===== src/rtl/nibble_deserializer_pkg.sv =====
// Shared types and constants for the nibble deserializer: FSM state encoding,
// default word width and the bit-counter width helper.
package nibble_deserializer_pkg;

  typedef enum logic {
    IDLE  = 1'b0,
    SHIFT = 1'b1
  } state_t;

  localparam int DEFAULT_WIDTH = 4;

  // The counter must represent values 0..w, so it needs clog2(w+1) bits.
  function automatic int cnt_width(input int w);
    return $clog2(w + 1);
  endfunction

endpackage


===== src/rtl/nibble_deserializer.sv =====
// Serial-to-parallel front end: gathers WIDTH framed serial bits, presents the
// finished word on D_out with a one-cycle load strobe, and flags early restarts.
module nibble_deserializer
  import nibble_deserializer_pkg::*;
#(
  parameter int WIDTH     = DEFAULT_WIDTH,
  parameter bit MSB_FIRST = 1'b1
) (
  input  logic             clk,
  input  logic             reset,
  input  logic             sin,
  input  logic             sin_valid,
  input  logic             frame,
  output logic [WIDTH-1:0] D_out,
  output logic             load,
  output logic             busy,
  output logic             frame_err
);

  localparam int CW = cnt_width(WIDTH);

  state_t           r_state;
  state_t           w_next_state;
  logic [CW-1:0]    r_count;
  logic [CW-1:0]    w_count_next;
  // Only the WIDTH-1 bits that survive the next shift are stored; the bit that
  // would fall off the end is never needed.
  logic [WIDTH-2:0] r_part;
  logic [WIDTH-2:0] w_part_next;
  logic [WIDTH-2:0] w_part_base;
  logic [WIDTH-2:0] w_part_shift;
  logic [WIDTH-1:0] w_word;
  logic [WIDTH-1:0] r_dout;
  logic [WIDTH-1:0] w_dout_next;
  logic             r_load;
  logic             w_load_next;
  logic             r_frame_err;
  logic             w_frame_err_next;

  // A frame bit always starts from an empty register, so the first bit lands
  // in the position that ends up at D_out[WIDTH-1] (or D_out[0]).
  assign w_part_base = (r_state == IDLE || frame) ? '0 : r_part;

  if (MSB_FIRST) begin : g_msb_first
    assign w_word       = {w_part_base, sin};
    assign w_part_shift = w_word[WIDTH-2:0];
  end else begin : g_lsb_first
    assign w_word       = {sin, w_part_base};
    assign w_part_shift = w_word[WIDTH-1:1];
  end

  // NOTE: every signal written here gets a default first, so no path through
  // the case statement leaves one unassigned and no latch is inferred.
  always_comb begin
    w_next_state     = r_state;
    w_count_next     = r_count;
    w_part_next      = r_part;
    w_dout_next      = r_dout;
    w_load_next      = 1'b0;
    w_frame_err_next = 1'b0;

    unique case (r_state)
      IDLE: begin
        if (sin_valid && frame) begin
          w_part_next  = w_part_shift;
          w_count_next = CW'(1);
          w_next_state = SHIFT;
        end
      end
      SHIFT: begin
        if (sin_valid) begin
          if (frame) begin
            w_frame_err_next = 1'b1;
            w_part_next      = w_part_shift;
            w_count_next     = CW'(1);
          end else if (r_count == CW'(WIDTH - 1)) begin
            w_dout_next  = w_word;
            w_load_next  = 1'b1;
            w_count_next = '0;
            w_next_state = IDLE;
          end else begin
            w_part_next  = w_part_shift;
            w_count_next = r_count + CW'(1);
          end
        end
      end
      default: w_next_state = IDLE;
    endcase
  end

  // NOTE: sequential state uses non-blocking assignments so every register
  // samples the pre-edge values, independent of statement order.
  always_ff @(posedge clk or negedge reset) begin
    if (!reset) begin
      r_state     <= IDLE;
      r_count     <= '0;
      r_part      <= '0;
      r_dout      <= '0;
      r_load      <= 1'b0;
      r_frame_err <= 1'b0;
    end else begin
      r_state     <= w_next_state;
      r_count     <= w_count_next;
      r_part      <= w_part_next;
      r_dout      <= w_dout_next;
      r_load      <= w_load_next;
      r_frame_err <= w_frame_err_next;
    end
  end

  assign D_out     = r_dout;
  assign load      = r_load;
  assign busy      = (r_state == SHIFT);
  assign frame_err = r_frame_err;

endmodule

===== config.mk =====
export PLATFORM = sky130hd
export DESIGN_NAME = nibble_deserializer
export DESIGN_NICKNAME = d
export VERILOG_FILES = /design/src/rtl/nibble_deserializer_pkg.sv /design/src/rtl/nibble_deserializer.sv
export SDC_FILE = /design/constraint.sdc
export NUM_CORES = 1
export LEC_CHECK = 0
export BUFFER_PORTS_ARGS = -buffer_cell sky130_fd_sc_hd__buf_2
export CORE_AREA = 3 3 40 42
export DETAILED_ROUTE_END_ITERATION = 12
export DIE_AREA = 0 0 43 45
export PLACE_DENSITY = 0.64
export SLEW_MARGIN = 0
export SYNTH_ARGS = -nofsm -noshare
export SYNTH_HDL_FRONTEND = slang
export SYNTH_SLANG_ARGS = --single-unit

===== constraint.sdc =====
create_clock -name clk -period 3.48 [get_ports clk]
set_input_delay 0.348 -clock clk [delete_from_list [all_inputs] [get_ports clk]]
set_output_delay 0.348 -clock clk [all_outputs]
set_load 0.02 [all_outputs]

---- Word-level counts from Yosys, hierarchy flattened ----
Cells that the tools add are included.
W data, S select, Z words.
storage, ports and cells
  bits in registers ....................... 13
  bits of input ports ..................... 5
  output and inout bits ................... 7
  word-level logic and storage cells ...... 41
cells by class
  $add $sub $neg .......................... 1
  eq/ne operators ......................... 4
  mux-type cells .......................... 23
  bitwise gates (word level) .............. 2
  reductions and logical operators ........ 5
operators by type and width
  cell                   number
  $mux W3                9
  $pmux W3 S2            2
  $mux W1                11
  $reduce_and A4 Y1      1
  $add A3 B1 Y3 const B  1
  $eq A3 B2 Y1 const B   1
  $ne A3 B3 Y1 const B   1
  $reduce_and A3 Y1      1
  $ne A2 B1 Y1 const B   1
  $ne A2 B2 Y1 const B   1
  $not A1 Y1             2
  $pmux W1 S2            1
  $reduce_and A2 Y1      1
  $logic_and A1 B1 Y1    1
  $logic_or A1 B1 Y1     1

---- Longest topological paths before layout ----
Gate-level depths: netlist of run 1.
  depth after elaboration ................. 7
  gate-level depth with buffers ........... 5
  depth with buffers taken out ............ 4

---- Least setup slack after synthesis of run 1 ----
No wires, ideal clock.
  path type ............................... register -> register
  start ................................... register r_state (netlist: busy)
  end ..................................... register r_dout[0] (netlist: D_out[0])
  library setup time ...................... 0.125 ns
  arrival ................................. 1.272 ns
  data required time ...................... 3.355 ns
  setup slack ............................. 2.083 ns
  cell stages (with the launch flop) ...... 6
  path buffers ............................ 2
  period minus slack after synthesis ...... 1.397 ns
  path through ............................ dfrtp_1 > buf_2 > nand3b_1 > nor2b_1 > buf_6 > mux2_4
between the ends
  word-level cells in the longest chain between the ends .. 1
ends and longest elaborated chain
  what                                RTL line                    text
  from (decl)                         nibble_deserializer.sv:22   state_t r_state;
  from (signal assigned)              nibble_deserializer.sv:102  r_state <= w_next_state;
  $reduce_and A4 Y1 (no source line)  --
  to (signal assigned)                nibble_deserializer.sv:105  r_dout <= w_dout_next;
  to (decl)                           nibble_deserializer.sv:33   logic [WIDTH-1:0] r_dout;
Every way passes these cells.
A chain may end at the register's enable or synchronous reset.

---- Final worst setup path of run 1 ----
  start ................................... register r_count[0]
  end ..................................... register r_dout[2] (netlist: D_out[2])
between the ends
  word-level cells in the longest chain between the ends .. 2
ends and longest elaborated chain
  what                                RTL line                    text
  from (decl)                         nibble_deserializer.sv:24   logic [CW-1:0] r_count;
  from (signal assigned)              nibble_deserializer.sv:103  r_count <= w_count_next;
  $eq A3 B2 Y1                        nibble_deserializer.sv:76   end else if (r_count == CW'(WIDTH - 1)) begin
  $reduce_and A4 Y1 (no source line)  --
Every way passes these cells.

==> results.cfg, run 1 <==
[pwr]
static-leakage-power_nw = 0.335
ir_worst_vdd_v = 0.000274
power_density_nw_per_um2 = 778

[cells_and_area]
antenna_cells_inserted = 0
fillers = 115
drive_above_1_share = 0.436
mostFrequentLayoutCells = sky130_fd_sc_hd__dfrtp_1, sky130_fd_sc_hd__buf_2, sky130_fd_sc_hd__mux2_4, sky130_fd_sc_hd__mux2_2, sky130_fd_sc_hd__clkbuf_4
finish.cell_count_without_fillers = 70
finish.utilization = 0.514
design.final.nets = 62
register_area_um2 = 325
layout-area-overhead-vs-synth_pct = 16.6
layout.cells.most_common = sky130_fd_sc_hd__dfrtp_1
multi_input_comb_area_um2 = 221

[synthesis]
synth.yosys.seq_area_share = 0.574
netlist_instances = 41
synth.avg_cell_area_um2 = 13.8
synth_cell_type_count = 20
synth_warnings = 0
mappedNetlistNets = 47
yosys_register_bits = 13
syn_area_um2 = 567

[critical_path]
path_max_fanout = 6
crit_path_start_kind = register
worst-endpoint-arrival_ps = 1830
critical_path_required_ps = 3650
worst-setup-path-type = register to register
critPathCaptureType = register

[detailed_routing]
drt_pre_antenna_iters = 1
sum_of_routed_wire_length_over_all_layers_um = 936
post_drt_via_cell_ratio = 4.99
routedWlPerCell_um = 13.4
number_of_vias_after_detailed_routing = 349
drtIter0Drc = 0
antenna_violating_nets_post_route = 0
remaining_drc_errors = 0

[floorplanning]
overall_die_width_um = 43
fp-row-count = 13
die_area_um2 = 1940
pin_count = 12
die_h_um = 45
placeable_area_um2 = 1280
initial_core_util = 0.441

[clocking]
cts_max_path_buffers = 2
cts_root_buf = sky130_fd_sc_hd__clkbuf_4
worst_skew_pair.late_latency_ps = 280
post_cts.repair.setup_buffers = 0
cts_tree = yes
cts_max_level = 1
numClockSinks = 13
numCtsBuffers = 3
clk_transition_reported_paths_ps = 80

[timing]
finalHoldViolCount = 0
max_freq_mhz = 602
max_slew.worst_pin.slew_ps = 560
timing.max_slew.rel_slack = 0.626
worst_slack_ps = 1820
setup_tns_final_ps = 0
setup-violations-final = 0
rsz0062_at_grt = no
period_needed_ps = 1660
final_min_period_over_clock_period = 0.478
worst_clock_skew_ps = 2.58
final_max_slew_viol_count = 0

[placement]
port_buffer_count = 11
dp.cells = 65
detailedPlace.worstSlack_ps = 1810
post-dp-hpwl_um = 697
routabilityCongestion = 0.737

[grt]
global_route_wire_length_before_repair_um = 1640
antenna_found_initial = 0
grt_max_degree = 14
global_route.usage.met1 = 0.159
grt_pass1_vias = 358
grt_usage = 0.124
grt-busiest-layer = met2
met2_resource_use_gr = 0.168
global_route.usage.met3 = 0.0398
globalRoute.totalOverflow = 0

[job]
cap_viol_max_count = 0

[outcome]
run_status = finished, final reports clean

[hold_path]
hold_path.class = input pin to register
## kinds of logic after synthesis
kind of cell,count (synthesis),synth area share
buffers and inverters,3,0.0353
muxes,8,0.185
AOI/OAI and AO/OA,6,0.0751
adders and majority gates,1,0.0221
DFF,13,0.574
and+or+nand+nor,10,0.108
## final cells by class
| type | count | share of cell area |
|---|---|---|
| flip-flops and latches | 13 | 0.492 |
| multi-input cells | 25 | 0.335 |
| repair buffers | 12 | 0.0985 |
| clock buffers | 4 | 0.0398 |
| well taps | 15 | 0.0284 |
| inverters | 1 | 0.00568 |
## cells in the mapped netlist
library cell | n | area, µm²
sky130_fd_sc_hd__nand3b_1 | 1 | 7.51
sky130_fd_sc_hd__a21oi_1 | 1 | 5.00
sky130_fd_sc_hd__mux2_2 | 4 | 45.0
sky130_fd_sc_hd__dfrtp_1 | 13 | 325
sky130_fd_sc_hd__o22ai_1 | 1 | 6.26
sky130_fd_sc_hd__mux2_4 | 4 | 60.1
sky130_fd_sc_hd__a21o_1 | 1 | 7.51
sky130_fd_sc_hd__and3_2 | 1 | 7.51
sky130_fd_sc_hd__a21boi_0 | 1 | 7.51
sky130_fd_sc_hd__nand2_1 | 2 | 7.51
sky130_fd_sc_hd__o21ai_2 | 1 | 8.76
sky130_fd_sc_hd__buf_2 | 1 | 5.00
sky130_fd_sc_hd__nor2_1 | 1 | 3.75
sky130_fd_sc_hd__and3b_1 | 2 | 17.5
sky130_fd_sc_hd__ha_1 | 1 | 12.5
sky130_fd_sc_hd__buf_6 | 1 | 11.3
sky130_fd_sc_hd__nor2b_1 | 2 | 12.5
sky130_fd_sc_hd__nand3_1 | 1 | 5.00
sky130_fd_sc_hd__o21a_1 | 1 | 7.51
sky130_fd_sc_hd__inv_1 | 1 | 3.75
## what timing repair did
item	in CTS	in global routing
hold buffers	1	0
resized for setup	0	0
hold endpoints to repair	13	0
## critical path, stage by stage (launching register included)
cell	delay, ps
sky130_fd_sc_hd__dfrtp_1	360
sky130_fd_sc_hd__ha_1	160
sky130_fd_sc_hd__nor2b_1	190
sky130_fd_sc_hd__nor2b_1	500
sky130_fd_sc_hd__mux2_4	350
## registers in the layout, summed over array words and instances (netlist names)
register   flops
r_count        3
r_part         3
busy           1
load           1
frame_err      1
D_out          4
## per-layer routing
layer / wire, µm / vias to the layer above / part of all wire
li1: - / 169 / -
met1: 457 / 167 / 0.49
met2: 404 / 11 / 0.43
met3: 58 / 2 / 0.062
met4: 14 / 0 / 0.015
met5: 0 / - / 0
## final timing paths
| path | cells past startpoint | endpoint | slack, ps | start |
|---|---|---|---|---|
| max reg2reg | 4 | D_out[2]$_DFFE_PN0P_ | 1820 | r_count[0]$_DFFE_PN0P_ |
| min reg2reg | 1 | D_out[0]$_DFFE_PN0P_ | 510 | D_out[0]$_DFFE_PN0P_ |
| min | 2 | D_out[0]$_DFFE_PN0P_ | 330 | sin |
| min in group asynchronous | 2 | D_out[2]$_DFFE_PN0P_ | 480 | reset |
| max in group asynchronous | 2 | r_count[0]$_DFFE_PN0P_ | 2780 | reset |
| max | 4 | D_out[2]$_DFFE_PN0P_ | 1820 | r_count[0]$_DFFE_PN0P_ |
## power by group
part           switching [mW]  internal (mW)  total, mW
Clock                  0.0483         0.0445     0.0928
Sequential             0.0381          0.201      0.239
Combinational          0.0871         0.0946      0.182
## per-stage QoR
step           hold WS (ps)  instance area, µm²  total power, mW
2_1_floorplan          52.4                 567            0.376
3_3_place_gp            247                 624            0.420
3_5_place_dp            246                 624            0.426
4_1_cts                 319                 661            0.520
5_1_grt                 318                 661            0.551
6_report                328                 661            0.514
Note: power is estimated with default switching activity, not from simulation.
==> inputs of run 2 (changes only) <==
--- a/config.mk
+++ b/config.mk
@@ -9,7 +9,7 @@
 export CORE_AREA = 3 3 40 42
 export DETAILED_ROUTE_END_ITERATION = 12
 export DIE_AREA = 0 0 43 45
-export PLACE_DENSITY = 0.64
+export PLACE_DENSITY = 0.66
 export SLEW_MARGIN = 0
 export SYNTH_ARGS = -nofsm -noshare
 export SYNTH_HDL_FRONTEND = slang
==> constraint.sdc (replaced) <==
create_clock -name clk -period 1.4 [get_ports clk]
set_input_delay 0.14 -clock clk [delete_from_list [all_inputs] [get_ports clk]]
set_output_delay 0.14 -clock clk [all_outputs]
set_load 0.02 [all_outputs]
==> run 2 against run 1 <==
  * The flow now finishes with violations (setup timing)
  * Sequential share of layout area is 4.0 points lower
  * Power grew to 2.6 times the previous value
  * Critical path type unchanged
  * Critical endpoint is now r_part[2]$_DFFE_PN0P_
  * Combinational power grew to 3.0 times the previous value
  * Clock-buffer cell count stayed put
  * Hold slack worse by 210 ps
  * Highest routed layer unchanged
  * Non-clock buffer count is 5 higher
==> results.cfg, run 2 (synthesized netlist as in run 1, its figures left out) <==
[outcome]
run_status = finished, violations left
violations = setup timing

[grt]
antenna_found_initial = 0
grt_max_degree = 14
grt_usage = 0.124
global_route_wire_length_before_repair_um = 1640
grt_pass1_vias = 359
globalRoute.totalOverflow = 0

[critical_path]
worst_r2r_start = r_count[0]$_DFFE_PN0P_
critPathBufInv = 0
crit_path_start_kind = register
worst_path_dominant_cell_family = flip-flops
regToRegEndpoint = r_part[2]$_DFFE_PN0P_
timing.critical_path.depth = 4
reg2regPathDepth = 4
worstPathCellList = ha_2 > nor2b_4 > o21ai_2 > mux2_2
reg2reg_slack_ps = -5
worst-endpoint-arrival_ps = 1560
worst_setup_path_startpoint = r_count[0]$_DFFE_PN0P_
worst-setup-path-type = register to register
critPathCaptureType = register
slowest_delay_ps = 390
path_max_fanout = 4
setup_crit_end = r_part[2]$_DFFE_PN0P_
critical_path_required_ps = 1550
crit_slowest_cell = sky130_fd_sc_hd__dfrtp_1

[detailed_routing]
sum_of_routed_wire_length_over_all_layers_um = 978
drtIter0Drc = 17
number_of_vias_after_detailed_routing = 381
remaining_drc_errors = 0
antenna_violating_nets_post_route = 0
routedWlPerCell_um = 13.0
post_drt_via_cell_ratio = 5.08
drt_pre_antenna_iters = 3

[cells_and_area]
register_area_um2 = 325
fillers = 113
drive_above_1_share = 0.533
finish.utilization = 0.560
layout-area-overhead-vs-synth_pct = 26.9
multi_input_comb_area_um2 = 239
mostFrequentLayoutCells = sky130_fd_sc_hd__dfrtp_1, sky130_fd_sc_hd__buf_2, sky130_fd_sc_hd__mux2_4, sky130_fd_sc_hd__mux2_2, sky130_fd_sc_hd__buf_4
antenna_cells_inserted = 0
largest_register_ffs = 4
design.final.nets = 67
layout.cells.most_common = sky130_fd_sc_hd__dfrtp_1

[timing]
period_needed_ps = 1410
worst_clock_skew_ps = 8.85
final_max_slew_viol_count = 0
finalHoldViolCount = 0
final_min_period_over_clock_period = 1.00
rsz0062_at_grt = yes
timing.max_slew.rel_slack = 0.807
final.hold.worst_slack_ps = 119
max_freq_mhz = 712
worst_slack_ps = -5.13
setup-violations-final = 2
max_slew.worst_pin.slew_ps = 289

[pwr]
power_density_nw_per_um2 = 1880
switchingPower_uw = 440
pwr-share-comb = 0.407
power_frac_seq = 0.424
clkPwrFrac = 0.169
swShare = 0.325
static-leakage-power_nw = 0.363
intPower_uw = 915
ir_worst_vdd_v = 0.000696

[clocking]
cts_max_level = 1
cts_tree = yes
cts_max_path_buffers = 2
numCtsBuffers = 3
clk_transition_reported_paths_ps = 80
numClockSinks = 13
post_cts.repair.setup_buffers = 0
worst_skew_pair.late_latency_ps = 280
cts_root_buf = sky130_fd_sc_hd__clkbuf_4

[job]
cap_viol_max_count = 0

[placement]
port_buffer_count = 11
post-dp-hpwl_um = 720
routabilityCongestion = 0.644

[floorplanning]
fp-row-count = 13
overall_die_width_um = 43
die_h_um = 45
initial_core_util = 0.441
die_area_um2 = 1940
placeable_area_um2 = 1280
pin_count = 12

[hold_path]
hold_path.class = input pin to register
-- run 2: per-layer routing --
layer | vias up | wire length (µm) | GRT usage
li1 | 182 | - | -
met1 | 183 | 475 | 0.160
met2 | 12 | 398 | 0.165
met3 | 4 | 70 | 0.0398
met4 | 0 | 33 | 0.108
met5 | - | 0 | 0
-- run 2: cell type report --
type | count | share of cell area
multi-input cells | 25 | 0.332
well taps | 15 | 0.0261
flip-flops and latches | 13 | 0.452
repair buffers | 17 | 0.148
clock buffers | 4 | 0.0365
inverters | 1 | 0.00522
-- run 2: worst min-delay path by stage --
stage / slack [ps] / start / end / depth (start not counted)
after floorplan: -160 / reset / D_out[0]$_DFFE_PN0P_ / 0
after global placement: 40 / reset / load$_DFF_PN0_ / 1
after detailed placement: 40 / reset / load$_DFF_PN0_ / 1
after CTS: 110 / sin / D_out[0]$_DFFE_PN0P_ / 2
after global routing: 120 / sin / D_out[0]$_DFFE_PN0P_ / 2
final: 120 / sin / D_out[0]$_DFFE_PN0P_ / 2
-- run 2: repair_timing --
item | CTS | global route
hold buffers | 1 | 0
setup endpoints to repair | 7 | 7
resized for setup | 3 | 3
hold endpoints to repair | 13 | 0
-- run 2: through the flow --
stage | total power [mW] | instances | setup slack [ps] | instance area, µm² | TNS (ps)
3_3_place_gp | 1.10 | 70 | -16.1 | 662 | -45.3
2_1_floorplan | 0.934 | 41 | 2.69 | 567 | 0
4_1_cts | 1.36 | 75 | -17.1 | 708 | -52.4
3_5_place_dp | 1.11 | 70 | -56.1 | 662 | -298
5_1_grt | 1.45 | 75 | -64.4 | 719 | -409
6_report | 1.36 | 75 | -5.13 | 719 | -5.34
-- run 2: worst register-to-register path, delay by kind of cell (launching register included) --
kind	cells	cell delay [ps]
flip-flops	1	390
adder cells (fa/ha/maj)	1	190
AND/OR/NAND/NOR	1	130
multiplexers	1	360
AO/OA/AOI/OAI	1	210
-- run 2: power groups by stage --
stage / clock, mW / combinational [mW] / sequential, mW
after floorplan: 0 / 0.286 / 0.648
after global placement: 0 / 0.515 / 0.583
after detailed placement: 0 / 0.523 / 0.584
after CTS: 0.236 / 0.546 / 0.576
after global routing: 0.257 / 0.597 / 0.597
final: 0.229 / 0.552 / 0.575
